===== src/rtl/uart_boot_ctrl.sv =====
// Byte-stream boot/run controller: parses UART command packets into word writes,
// run sequencing and a one-byte acknowledge.
module uart_boot_ctrl #(
  parameter int unsigned RUN_DELAY = 100,
  parameter int unsigned TIMEOUT   = 50000000
) (
  input  logic        clk,
  input  logic        reset,
  input  logic        rx_rd,
  input  logic [7:0]  rx_dout,
  output logic [31:0] insn_addr,
  output logic [31:0] insn_din,
  output logic        insn_we,
  output logic [31:0] data_addr,
  output logic [31:0] data_din,
  output logic        data_we,
  output logic        run,
  output logic [7:0]  ack_data,
  output logic        ack_valid,
  input  logic        ack_ready,
  output logic        busy
);

  localparam logic [2:0] S_IDLE     = 3'd0;
  localparam logic [2:0] S_ADDR     = 3'd1;
  localparam logic [2:0] S_LEN      = 3'd2;
  localparam logic [2:0] S_DATA     = 3'd3;
  localparam logic [2:0] S_ACK      = 3'd4;
  localparam logic [2:0] S_RUN_WAIT = 3'd5;

  localparam logic [7:0] CMD_LOAD_INSN = 8'h01;
  localparam logic [7:0] CMD_LOAD_DATA = 8'h02;
  localparam logic [7:0] CMD_START     = 8'h03;
  localparam logic [7:0] CMD_STOP      = 8'h04;
  localparam logic [7:0] ACK_NAK       = 8'hEE;

  // The delay counter is preloaded so that run rises exactly RUN_DELAY cycles
  // after the accept cycle; delays below 2 are served straight from IDLE.
  localparam bit          SHORT_DELAY = (RUN_DELAY < 2);
  localparam logic [31:0] DELAY_LOAD  = SHORT_DELAY ? 32'd0 : 32'(RUN_DELAY - 2);
  localparam logic [31:0] IDLE_LAST   = 32'(TIMEOUT - 1);

  logic [2:0]  state;
  logic        rx_prev;
  logic [1:0]  byte_cnt;
  logic [7:0]  cmd;
  logic [31:0] base;
  logic [31:0] len;
  logic [31:0] shift;
  logic [31:0] idx;
  logic [31:0] idle_cnt;
  logic [31:0] delay_cnt;

  logic        byte_take;
  logic [31:0] base_next;
  logic [31:0] len_next;
  logic [31:0] word_next;
  logic [31:0] idx_next;
  logic [31:0] wr_addr;
  logic        timed_out;

  assign byte_take = rx_rd & ~rx_prev;
  assign base_next = {rx_dout, base[31:8]};
  assign len_next  = {rx_dout, len[31:8]};
  assign word_next = {rx_dout, shift[31:8]};
  assign idx_next  = idx + 32'd1;
  assign wr_addr   = base + {idx[29:0], 2'b00};
  assign timed_out = (idle_cnt == IDLE_LAST);
  assign busy      = (state != S_IDLE);

  always_ff @(posedge clk) begin
    if (reset) begin
      state     <= S_IDLE;
      rx_prev   <= 1'b0;
      byte_cnt  <= 2'd0;
      cmd       <= 8'h00;
      base      <= 32'h0;
      len       <= 32'h0;
      shift     <= 32'h0;
      idx       <= 32'h0;
      idle_cnt  <= 32'h0;
      delay_cnt <= 32'h0;
      insn_addr <= 32'h0;
      insn_din  <= 32'h0;
      insn_we   <= 1'b0;
      data_addr <= 32'h0;
      data_din  <= 32'h0;
      data_we   <= 1'b0;
      run       <= 1'b0;
      ack_data  <= 8'h00;
      ack_valid <= 1'b0;
    end else begin
      rx_prev <= rx_rd;
      insn_we <= 1'b0;
      data_we <= 1'b0;

      case (state)
        S_IDLE: begin
          if (byte_take) begin
            cmd      <= rx_dout;
            idle_cnt <= 32'h0;
            case (rx_dout)
              CMD_LOAD_INSN, CMD_LOAD_DATA: begin
                run      <= 1'b0;
                byte_cnt <= 2'd0;
                state    <= S_ADDR;
              end
              CMD_START: begin
                if (SHORT_DELAY) begin
                  run       <= 1'b1;
                  ack_data  <= 8'hA0 | CMD_START;
                  ack_valid <= 1'b1;
                  state     <= S_ACK;
                end else begin
                  delay_cnt <= DELAY_LOAD;
                  state     <= S_RUN_WAIT;
                end
              end
              CMD_STOP: begin
                run       <= 1'b0;
                ack_data  <= 8'hA0 | CMD_STOP;
                ack_valid <= 1'b1;
                state     <= S_ACK;
              end
              default: begin
                ack_data  <= ACK_NAK;
                ack_valid <= 1'b1;
                state     <= S_ACK;
              end
            endcase
          end
        end

        S_ADDR: begin
          if (byte_take) begin
            base     <= base_next;
            byte_cnt <= byte_cnt + 2'd1;
            idle_cnt <= 32'h0;
            if (byte_cnt == 2'd3)
              state <= S_LEN;
          end else if (timed_out) begin
            ack_data  <= ACK_NAK;
            ack_valid <= 1'b1;
            state     <= S_ACK;
          end else begin
            idle_cnt <= idle_cnt + 32'd1;
          end
        end

        S_LEN: begin
          if (byte_take) begin
            len      <= len_next;
            byte_cnt <= byte_cnt + 2'd1;
            idle_cnt <= 32'h0;
            if (byte_cnt == 2'd3) begin
              idx <= 32'h0;
              if (len_next == 32'h0) begin
                ack_data  <= 8'hA0 | cmd;
                ack_valid <= 1'b1;
                state     <= S_ACK;
              end else begin
                state <= S_DATA;
              end
            end
          end else if (timed_out) begin
            ack_data  <= ACK_NAK;
            ack_valid <= 1'b1;
            state     <= S_ACK;
          end else begin
            idle_cnt <= idle_cnt + 32'd1;
          end
        end

        S_DATA: begin
          if (byte_take) begin
            shift    <= word_next;
            byte_cnt <= byte_cnt + 2'd1;
            idle_cnt <= 32'h0;
            if (byte_cnt == 2'd3) begin
              if (cmd == CMD_LOAD_INSN) begin
                insn_addr <= wr_addr;
                insn_din  <= word_next;
                insn_we   <= 1'b1;
              end else begin
                data_addr <= wr_addr;
                data_din  <= word_next;
                data_we   <= 1'b1;
              end
              idx <= idx_next;
              if (idx_next == len) begin
                ack_data  <= 8'hA0 | cmd;
                ack_valid <= 1'b1;
                state     <= S_ACK;
              end
            end
          end else if (timed_out) begin
            // Partial word in the shift register is simply abandoned.
            ack_data  <= ACK_NAK;
            ack_valid <= 1'b1;
            state     <= S_ACK;
          end else begin
            idle_cnt <= idle_cnt + 32'd1;
          end
        end

        S_RUN_WAIT: begin
          if (delay_cnt == 32'h0) begin
            run       <= 1'b1;
            ack_data  <= 8'hA0 | CMD_START;
            ack_valid <= 1'b1;
            state     <= S_ACK;
          end else begin
            delay_cnt <= delay_cnt - 32'd1;
          end
        end

        S_ACK: begin
          if (ack_ready) begin
            ack_valid <= 1'b0;
            state     <= S_IDLE;
          end
        end

        default: state <= S_IDLE;
      endcase
    end
  end

endmodule


===== config.mk =====
export PLATFORM = sky130hd
export DESIGN_NAME = uart_boot_ctrl
export DESIGN_NICKNAME = d
export VERILOG_FILES = /design/src/rtl/uart_boot_ctrl.sv
export SDC_FILE = /design/constraint.sdc
export NUM_CORES = 1
export LEC_CHECK = 0
export CORE_UTILIZATION = 25
export CTS_CLUSTER_SIZE = 24
export DETAILED_ROUTE_END_ITERATION = 6
export GPL_TIMING_DRIVEN = 0
export SLEW_MARGIN = 30
export SYNTH_ARGS = -nofsm -noshare
export SYNTH_HDL_FRONTEND = slang
export SYNTH_SLANG_ARGS = --single-unit
export TNS_END_PERCENT = 50

===== constraint.sdc =====
create_clock -name clk -period 5.61 [get_ports clk]
set_clock_uncertainty 0.1 [all_clocks]
set_input_delay 1.122 -clock clk [delete_from_list [all_inputs] [get_ports clk]]
set_output_delay 1.122 -clock clk [all_outputs]
set_load 0.01 [all_outputs]

==> impl_metrics.yaml, run 1 <==
setup_path:
  path_class: "primary input to register"
  critPathMaxStageDelay_ns: 0.70
  crit_path_top_delay_cell: "clkbuf_1"
  cp-end-kind: "register"
  crit_chain: "clkdlybuf4s50_1, nor2b_1, and3_1, clkbuf_1, nand2_1, nor2_1, clkbuf_1, clkbuf_1, nand2_1, a21oi_1"
  worstPathArrival_ns: 4.74
  cp_data_required_time_ns: 6.00
  critPathLaunchType: "primary input"
  reg2reg_setup_slack_ns: 1.38
  path_max_fanout: 10
  crit_top_cell: "clkbuf_1"
placement:
  portBuffers: 147
  routabilityCongestion: 0.899
  dp_hpwl_um: 39800
layout:
  fin_util_pct: 31.6
  nNetsFinal: 2277
  seq_area_um2: 6770
  layout_commonest_cell: "nand2_1"
  fillers: 6693
  drive_gt1_share_pct: 4.56
  multiInputGateArea_um2: 8500
  diodes: 0
  area_growth_pct: 23.9
  layout_common_cells: "nand2_1 (512), dfxtp_1 (338), a21oi_1 (265), nor2_1 (159), clkdlybuf4s50_1 (147)"
global_route:
  antenna_found_initial: 0
  grt_pass1_vias: 13700
  grt.total_usage_pct: 16.2
  grtUsageMet1_pct: 22.1
  grt_pass1_wl_um: 81600
  grt.met2_usage_pct: 25.6
  busiest_layer: "met2"
  grt_max_degree: 14
  globalRouteMet3Util_pct: 3.18
  overflow: 0
synth:
  synthDistinctLibCells: 73
  async_flop_share_pct: 0
  synth_area_um2: 15900
  syn_inst: 2042
  synthesis.yosys.warnings: 0
  synth_edf_count: 0
  avgSynthCellArea_um2: 7.77
  ys_ff_latch: 338
  synthFlopType: "dfxtp_1"
  synth_seq_area_share_pct: 42.6
  synth_nets: 2088
routing:
  avgViaCountPerCell: 4.80
  dr.pass1.iters: 5
  drt_iter0_drc: 1054
  wire_per_inst_um: 17.2
  drc_errors: 0
  vias: 14800
  wl_um: 53200
  antenna_left: 0
timing:
  setup_tns_ns: 0
  period_share_pct: 77.7
  tightest_slew_ns: 0.934
  slew_violations: 0
  setup_viol: 0
  hold_viol_final: 0
  fin_crit_ns: 4.36
  slew_headroom_pct: 37.7
  rsz0062_at_grt: "no"
  max_freq_mhz: 230
cts:
  cts-root-buf: "clkbuf_16"
  clk_latency_ns: 0.58
  cts_tree: "done"
  post-cts-setup-buffers: 0
  htreeDepth: 2
  clkTransAtPathRegs_ns: 0.06
  cts_buffer_depth: 3
  cts_buffers: 40
  ctsHoldBuffers: 0
  cts-resized-gates: 0
  clkSinkCount: 338
power_and_ir_drop:
  p_per_area_nw_per_um2: 312
  leakagePower_nw: 6.64
  ir_drop_mv: 0.191
floorplanning:
  die_area_um2: 64500
  die_h_um: 254
  die_x_um: 254
  rows: 91
  ios: 153
  core_um2: 62200
  start_util_pct: 25.5
flow_run:
  maxCapViolCount: 0
outcome:
  status: "finished clean"
worst_hold_path:
  hold_class: "register to register"
-- layout make-up --
class,count,share of cell area [%]
multi-input combinational,1555,43.2
sequential,338,34.4
timing repair buffer,147,7.48
clock buffer,53,5.70
tap,837,5.32
buffer,132,2.72
clock inverter,16,0.814
inverter,17,0.324
-- critical path, delay by kind of cell --
family | cells | cell delay [ns]
AO/OA/AOI/OAI | 1 | 0.17
buffers and inverters | 4 | 2.02
AND/OR/NAND/NOR | 5 | 1.41
-- sequential cells by signal, summed over array words and instances, names as in the netlist, 24 cells and up --
signal	count
delay_cnt	32
idle_cnt	32
shift	24
data_din	32
len	32
insn_din	32
base	32
idx	32
insn_addr	32
data_addr	32
-- report_power, final --
| part | internal, W | switching [W] |
|---|---|---|
| clock | 0.00147 | 0.00112 |
| combinational | 0.000341 | 0.000632 |
| sequential | 0.00249 | 0.0000924 |
| total | 0.00430 | 0.00184 |
-- synth_stat cells, drive strengths merged, types with 4 or more instances --
| cell | n | area, um^2 |
|---|---|---|
| nand2 | 512 | 1920 |
| dfxtp | 338 | 6770 |
| a21oi | 266 | 1340 |
| nor2 | 159 | 597 |
| clkbuf | 113 | 427 |
| xnor2 | 71 | 622 |
| nand3 | 49 | 245 |
| o21ai | 49 | 245 |
| xor2 | 41 | 359 |
| ha | 33 | 413 |
| nor3 | 31 | 155 |
| nor4 | 30 | 200 |
| nand4 | 28 | 188 |
| a22oi | 26 | 195 |
| a21o | 25 | 188 |
| and3 | 22 | 138 |
| buf | 19 | 109 |
| or3 | 19 | 119 |
| a211oi | 17 | 143 |
| inv | 17 | 63.8 |
| o31ai | 12 | 90.1 |
| and4 | 10 | 87.6 |
| mux2i | 10 | 100 |
| nand2b | 10 | 62.6 |
| nor2b | 10 | 62.6 |
| o21a | 9 | 67.6 |
| o22ai | 9 | 56.3 |
| a31oi | 8 | 50.1 |
| or4 | 8 | 63.8 |
| and2 | 7 | 43.8 |
| or2 | 6 | 37.5 |
| a311oi | 5 | 50.0 |
| nor3b | 5 | 37.5 |
| o2111ai | 5 | 43.8 |
| o41ai | 5 | 62.6 |
| a2bb2oi | 4 | 35.0 |
| a31o | 4 | 35.0 |
| nand4b | 4 | 35.0 |
| nor4b | 4 | 35.0 |
| o311ai | 4 | 35.0 |
| o32ai | 4 | 35.0 |
-- stage by stage --
step | cells | instance area (um^2) | power [W] | setup WS (ns) | hold slack [ns]
3_3_place_gp | 3026 | 18400 | 0.00359 | 0.645 | 0.342
3_5_place_dp | 3026 | 18400 | 0.00359 | 0.635 | 0.346
2_1_floorplan | 2042 | 15900 | 0.00328 | 2.12 | 0.336
6_report | 3095 | 19700 | 0.00614 | 1.25 | 0.352
4_1_cts | 3095 | 19700 | 0.00618 | 1.23 | 0.354
5_1_grt | 3095 | 19700 | 0.00639 | 1.03 | 0.374
-- metal layers --
metal,up-vias,wire (um)
met5,-,0
met4,0,1300
met3,79,3060
met2,377,24100
met1,6928,24700
li1,7459,-
-- cells by family (layout without fill, tap and decap cells) --
logic type	count (synthesis)	count (layout)	share of synthesized area, %
and+or+nand+nor	920	920	25.7
buffers and inverters	149	365	3.78
DFF	338	338	42.6
adders and majority gates	34	34	2.73
xor gates and xnor gates	112	112	6.18
muxes	12	12	0.773
AOI/OAI and AO/OA	477	477	18.2
-- path summary, 6_finish.rpt --
kind	startpoint	to	cells past startpoint
max reg2reg	state[1]	insn_addr[4]	11
min reg2reg	data_din[12]	data_din[12]	2
max	rx_rd	insn_addr[4]	10
min	data_din[12]	data_din[12]	2
(Power assumes the default switching activity.)
==> run 2: changes to the inputs <==
==> constraint.sdc (replaced) <==
create_clock -name clk -period 4 [get_ports clk]
set_clock_uncertainty 0.1 [all_clocks]
set_input_delay 0.8 -clock clk [delete_from_list [all_inputs] [get_ports clk]]
set_output_delay 0.8 -clock clk [all_outputs]
set_load 0.01 [all_outputs]
==> impl_metrics.yaml, run 2 (same netlist as run 1, synthesis figures left out) <==
outcome:
  status: "finished clean"
floorplanning:
  start_util_pct: 25.5
  rows: 91
  die_h_um: 254
  core_um2: 62200
  die_area_um2: 64500
  die_x_um: 254
  ios: 153
timing:
  max_freq_mhz: 261
  rsz0062_at_grt: "no"
  hold_viol_final: 0
  setup_viol: 0
  fin_crit_ns: 3.83
  setup_tns_ns: 0
  tightest_slew_ns: 0.947
  holdWs_ns: 0.352
  period_share_pct: 95.8
  slew_violations: 0
  slew_headroom_pct: 36.8
  setup_slack_ns: 0.167
cts:
  clkSinkCount: 338
  clkTransAtPathRegs_ns: 0.06
  cts_buffer_depth: 3
  clk_latency_ns: 0.58
  cts-root-buf: "clkbuf_16"
  post-cts-setup-buffers: 0
  htreeDepth: 2
  cts_tree: "done"
  cts_buffers: 40
setup_path:
  crit_start: "idx[0]"
  endpoint: "ack_data[2]"
  regToRegEndpoint: "ack_data[2]"
  path_class: "register to register"
  path_max_fanout: 10
  crit_path_top_delay_cell: "or4_4"
  rr_worst_depth: 12
  crit_chain: "ha_2, nand3_1, or4_1, clkbuf_1, or3_1, a211oi_1, nand4_1, or4_4, o41ai_4, buf_6, and2b_2, a211oi_2"
  cp_top_family: "simple AND/OR/NAND/NOR gates"
  r2r-start: "idx[0]"
  cp_data_required_time_ns: 4.33
  worstPathArrival_ns: 4.16
  critPathLaunchType: "register"
  path_buf_inv: 2
  critPathMaxStageDelay_ns: 0.55
  reg2reg_setup_slack_ns: 0.17
  cp.depth: 12
  cp-end-kind: "register"
layout:
  fillers: 6684
  nNetsFinal: 2277
  finalInstanceArea_um2: 19700
  diodes: 0
  layout_commonest_cell: "nand2_1"
  layout_common_cells: "nand2_1 (512), dfxtp_1 (336), a21oi_1 (265), nor2_1 (157), clkdlybuf4s50_1 (147)"
  area_growth_pct: 24.2
  drive_gt1_share_pct: 5.14
routing:
  antenna_left: 0
  vias: 14900
  avgViaCountPerCell: 4.81
  dr.pass1.iters: 7
  drt_iter0_drc: 1103
  wl_um: 53200
  drc_errors: 0
  wire_per_inst_um: 17.2
placement:
  dp_hpwl_um: 39800
  pre_cts_ws_ns: -0.653
  routabilityCongestion: 0.899
  portBuffers: 147
  placed_cell_area_um2: 18400
global_route:
  grt.total_usage_pct: 16.2
  grt_pass1_vias: 13700
  grt_max_degree: 14
  overflow: 0
  grt_pass1_wl_um: 81600
  antenna_found_initial: 0
power_and_ir_drop:
  leakagePower_nw: 6.66
  p_per_area_nw_per_um2: 437
  power.total_w: 0.00861
  ir_drop_mv: 0.267
worst_hold_path:
  holdPathStages: 2
  hold_class: "register to register"
flow_run:
  maxCapViolCount: 0
run 2: cell types whose count changed in the layout (fill, tap and decap cells not counted), sizes merged:
cell    before  now
buf         19   18
clkbuf     166  167
run 2: final cells by class:
cell class,count,area (um^2),share of cell area [%]
clock buffers,53,1120,5.69
multi-input cells,1555,8520,43.3
well taps,837,1050,5.32
repair buffers,147,1470,7.47
clock inverters,16,160,0.813
flip-flops and latches,338,6770,34.4
plain buffers,132,542,2.75
inverters,17,63.8,0.324
run 2: how the worst min path moves through the flow:
stage	endpoint	slack, ns	startpoint
2_1_floorplan	cmd[7]	0.34	cmd[7]
3_3_place_gp	data_addr[19]	0.34	data_addr[19]
3_5_place_dp	data_din[12]	0.35	data_din[12]
4_1_cts	data_din[12]	0.35	data_din[12]
5_1_grt	data_addr[11]	0.37	data_addr[11]
6_report	data_din[12]	0.35	data_din[12]
run 2: timing repair:
item / CTS / global route
hold buffers: 0 / 0
endpoints found under the setup margin: 28 / 62
gates resized for setup: 3 / 15
run 2: metal layers:
layer / wire (um) / vias to the layer above / global-route usage [%] / share of wire [%]
met4: 1350 / 0 / 4.85 / 2.5
met1: 24700 / 6942 / 22.0 / 46
li1: - / 7457 / - / -
met5: 0 / - / 0 / 0
met3: 3110 / 80 / 3.18 / 5.8
met2: 24100 / 396 / 25.6 / 45
run 2: power breakdown:
group	internal, W	total (W)	switching [W]
Combinational	0.000481	0.00137	0.000885
Sequential	0.00349	0.00362	0.000130
Clock	0.00206	0.00362	0.00156
run 2: metrics by stage:
step	utilization [%]	cells
after floorplan	-	2042
after global placement	29.6	3026
after detailed placement	29.6	3026
after CTS	31.6	3095
after global routing	31.7	3095
final	31.7	3095
run 2: worst reg2reg max path, cell delays in order, from the launching register on:
cell      delay [ns]
dfxtp_4         0.43
ha_2            0.26
nand3_1         0.12
or4_1           0.52
clkbuf_1        0.19
or3_1           0.38
a211oi_1        0.24
nand4_1         0.13
or4_4           0.55
o41ai_4         0.28
buf_6           0.21
and2b_2         0.21
a211oi_2        0.07
==> run 3: changes to the inputs <==
--- a/config.mk
+++ b/config.mk
@@ -5,6 +5,7 @@
 export SDC_FILE = /design/constraint.sdc
 export NUM_CORES = 1
 export LEC_CHECK = 0
+export CORE_MARGIN = 3
 export CORE_UTILIZATION = 25
 export CTS_CLUSTER_SIZE = 24
 export DETAILED_ROUTE_END_ITERATION = 6
==> impl_metrics.yaml, run 3 (same netlist as run 1, synthesis figures left out) <==
global_route:
  grt.total_usage_pct: 15.4
  antenna_found_initial: 0
  grt_pass1_wl_um: 81300
  overflow: 0
  grt_pass1_vias: 13800
  grt_max_degree: 14
setup_path:
  path_max_fanout: 10
  cp_data_required_time_ns: 4.32
  path_class: "register to register"
  regToRegEndpoint: "ack_data[2]"
  worstPathArrival_ns: 4.17
  rr_worst_depth: 12
  cp-end-kind: "register"
  reg2reg_setup_slack_ns: 0.14
  critPathLaunchType: "register"
  r2r-start: "idx[0]"
floorplanning:
  core_um2: 62300
  ios: 153
  start_util_pct: 25.5
  die_h_um: 258
  die_area_um2: 66500
  rows: 91
  die_x_um: 258
timing:
  max_freq_mhz: 259
  setup_tns_ns: 0
  slew_headroom_pct: 38.6
  tightest_slew_ns: 0.921
  period_share_pct: 96.4
  hold_viol_final: 0
  setup_viol: 0
  fin_crit_ns: 3.86
  rsz0062_at_grt: "no"
  slew_violations: 0
cts:
  post-cts-setup-buffers: 0
  cts-root-buf: "clkbuf_16"
  clk_latency_ns: 0.57
  cts-resized-gates: 4
  cts_buffers: 39
  ctsHoldBuffers: 0
  clkSinkCount: 338
  cts_tree: "done"
  htreeDepth: 2
  cts_buffer_depth: 3
  clkTransAtPathRegs_ns: 0.06
placement:
  routabilityCongestion: 0.881
  dp_hpwl_um: 40100
  placed_cell_area_um2: 18400
  portBuffers: 147
worst_hold_path:
  hold_class: "register to register"
  hp-start: "data_din[28]"
  holdPathStages: 2
  hold_path_end: "data_din[28]"
routing:
  drt-met1-wl_um: 24000
  met3_length_um: 3700
  drc_errors: 0
  dr.max_layer_used: "met4"
  avgViaCountPerCell: 4.86
  wire_per_inst_um: 17.1
  drt_iter0_drc: 1082
  antenna_left: 0
  dr.pass1.iters: 5
  wl_um: 52900
  vias: 15000
  dr_wl_met2_um: 23600
layout:
  nNetsFinal: 2276
  drive_gt1_share_pct: 4.92
  layout_commonest_cell: "nand2_1"
  diodes: 0
  area_growth_pct: 23.9
  finalInstanceArea_um2: 19700
  layout_common_cells: "nand2_1 (512), dfxtp_1 (336), a21oi_1 (265), nor2_1 (157), clkdlybuf4s50_1 (147)"
power_and_ir_drop:
  leakagePower_nw: 6.64
  ir_drop_mv: 0.263
  p_per_area_nw_per_um2: 433
flow_run:
  maxCapViolCount: 0
outcome:
  status: "finished clean"
-- run 3: layer usage --
layer	GRT usage, %	vias to the layer above
li1	-	7456
met1	20.9	7069
met2	24.3	420
met3	3.28	80
met4	5.14	0
met5	0	-
-- run 3: power breakdown --
group	internal, W	leakage (nW)	switching [W]
registers	0.00349	2.73	0.000132
clock network	0.00204	0.603	0.00150
logic	0.000481	3.31	0.000878
-- run 3: worst max-delay path by stage --
stage	startpoint	endpoint	slack [ns]	cells after the start
after detailed placement	rx_rd	data_addr[27]	-0.80	10
after global routing	idx[0]	ack_data[2]	0.006	12
after CTS	idx[0]	ack_data[2]	0.006	12
after floorplan	idx[0]	ack_data[6]	0.51	12
after global placement	rx_rd	data_addr[27]	-0.83	10
final	idx[0]	ack_data[2]	0.14	12
-- run 3: worst max-delay path, stage by stage (launching register included) --
cell      delay (ns)
dfxtp_4         0.44
ha_2            0.26
nand3_1         0.13
or4_1           0.51
clkbuf_1        0.18
or3_1           0.37
a211oi_1        0.26
nand4_1         0.13
or4_4           0.55
o41ai_4         0.26
buf_6           0.20
and2b_2         0.21
a211oi_2        0.08
-- run 3: stage by stage --
step	instances	util, %	hold WS (ns)	setup WS [ns]	power, W
finish	3092	31.6	0.353	0.144	0.00852
global route	3092	31.6	0.368	0.00577	0.00887
CTS	3092	31.5	0.354	0.00595	0.00858
detailed placement	3026	29.5	0.346	-0.799	0.00504
global placement	3026	29.5	0.343	-0.834	0.00503
floorplan	2042	-	0.336	0.505	0.00460
-- run 3: final cells by class --
type | instances | area, um^2
fill | 6660 | 42600
multi-input combinational | 1555 | 8520
sequential | 338 | 6770
timing repair buffer | 147 | 1470
clock buffer | 52 | 1070
tap | 837 | 1050
buffer | 132 | 542
clock inverter | 14 | 169
inverter | 17 | 63.8
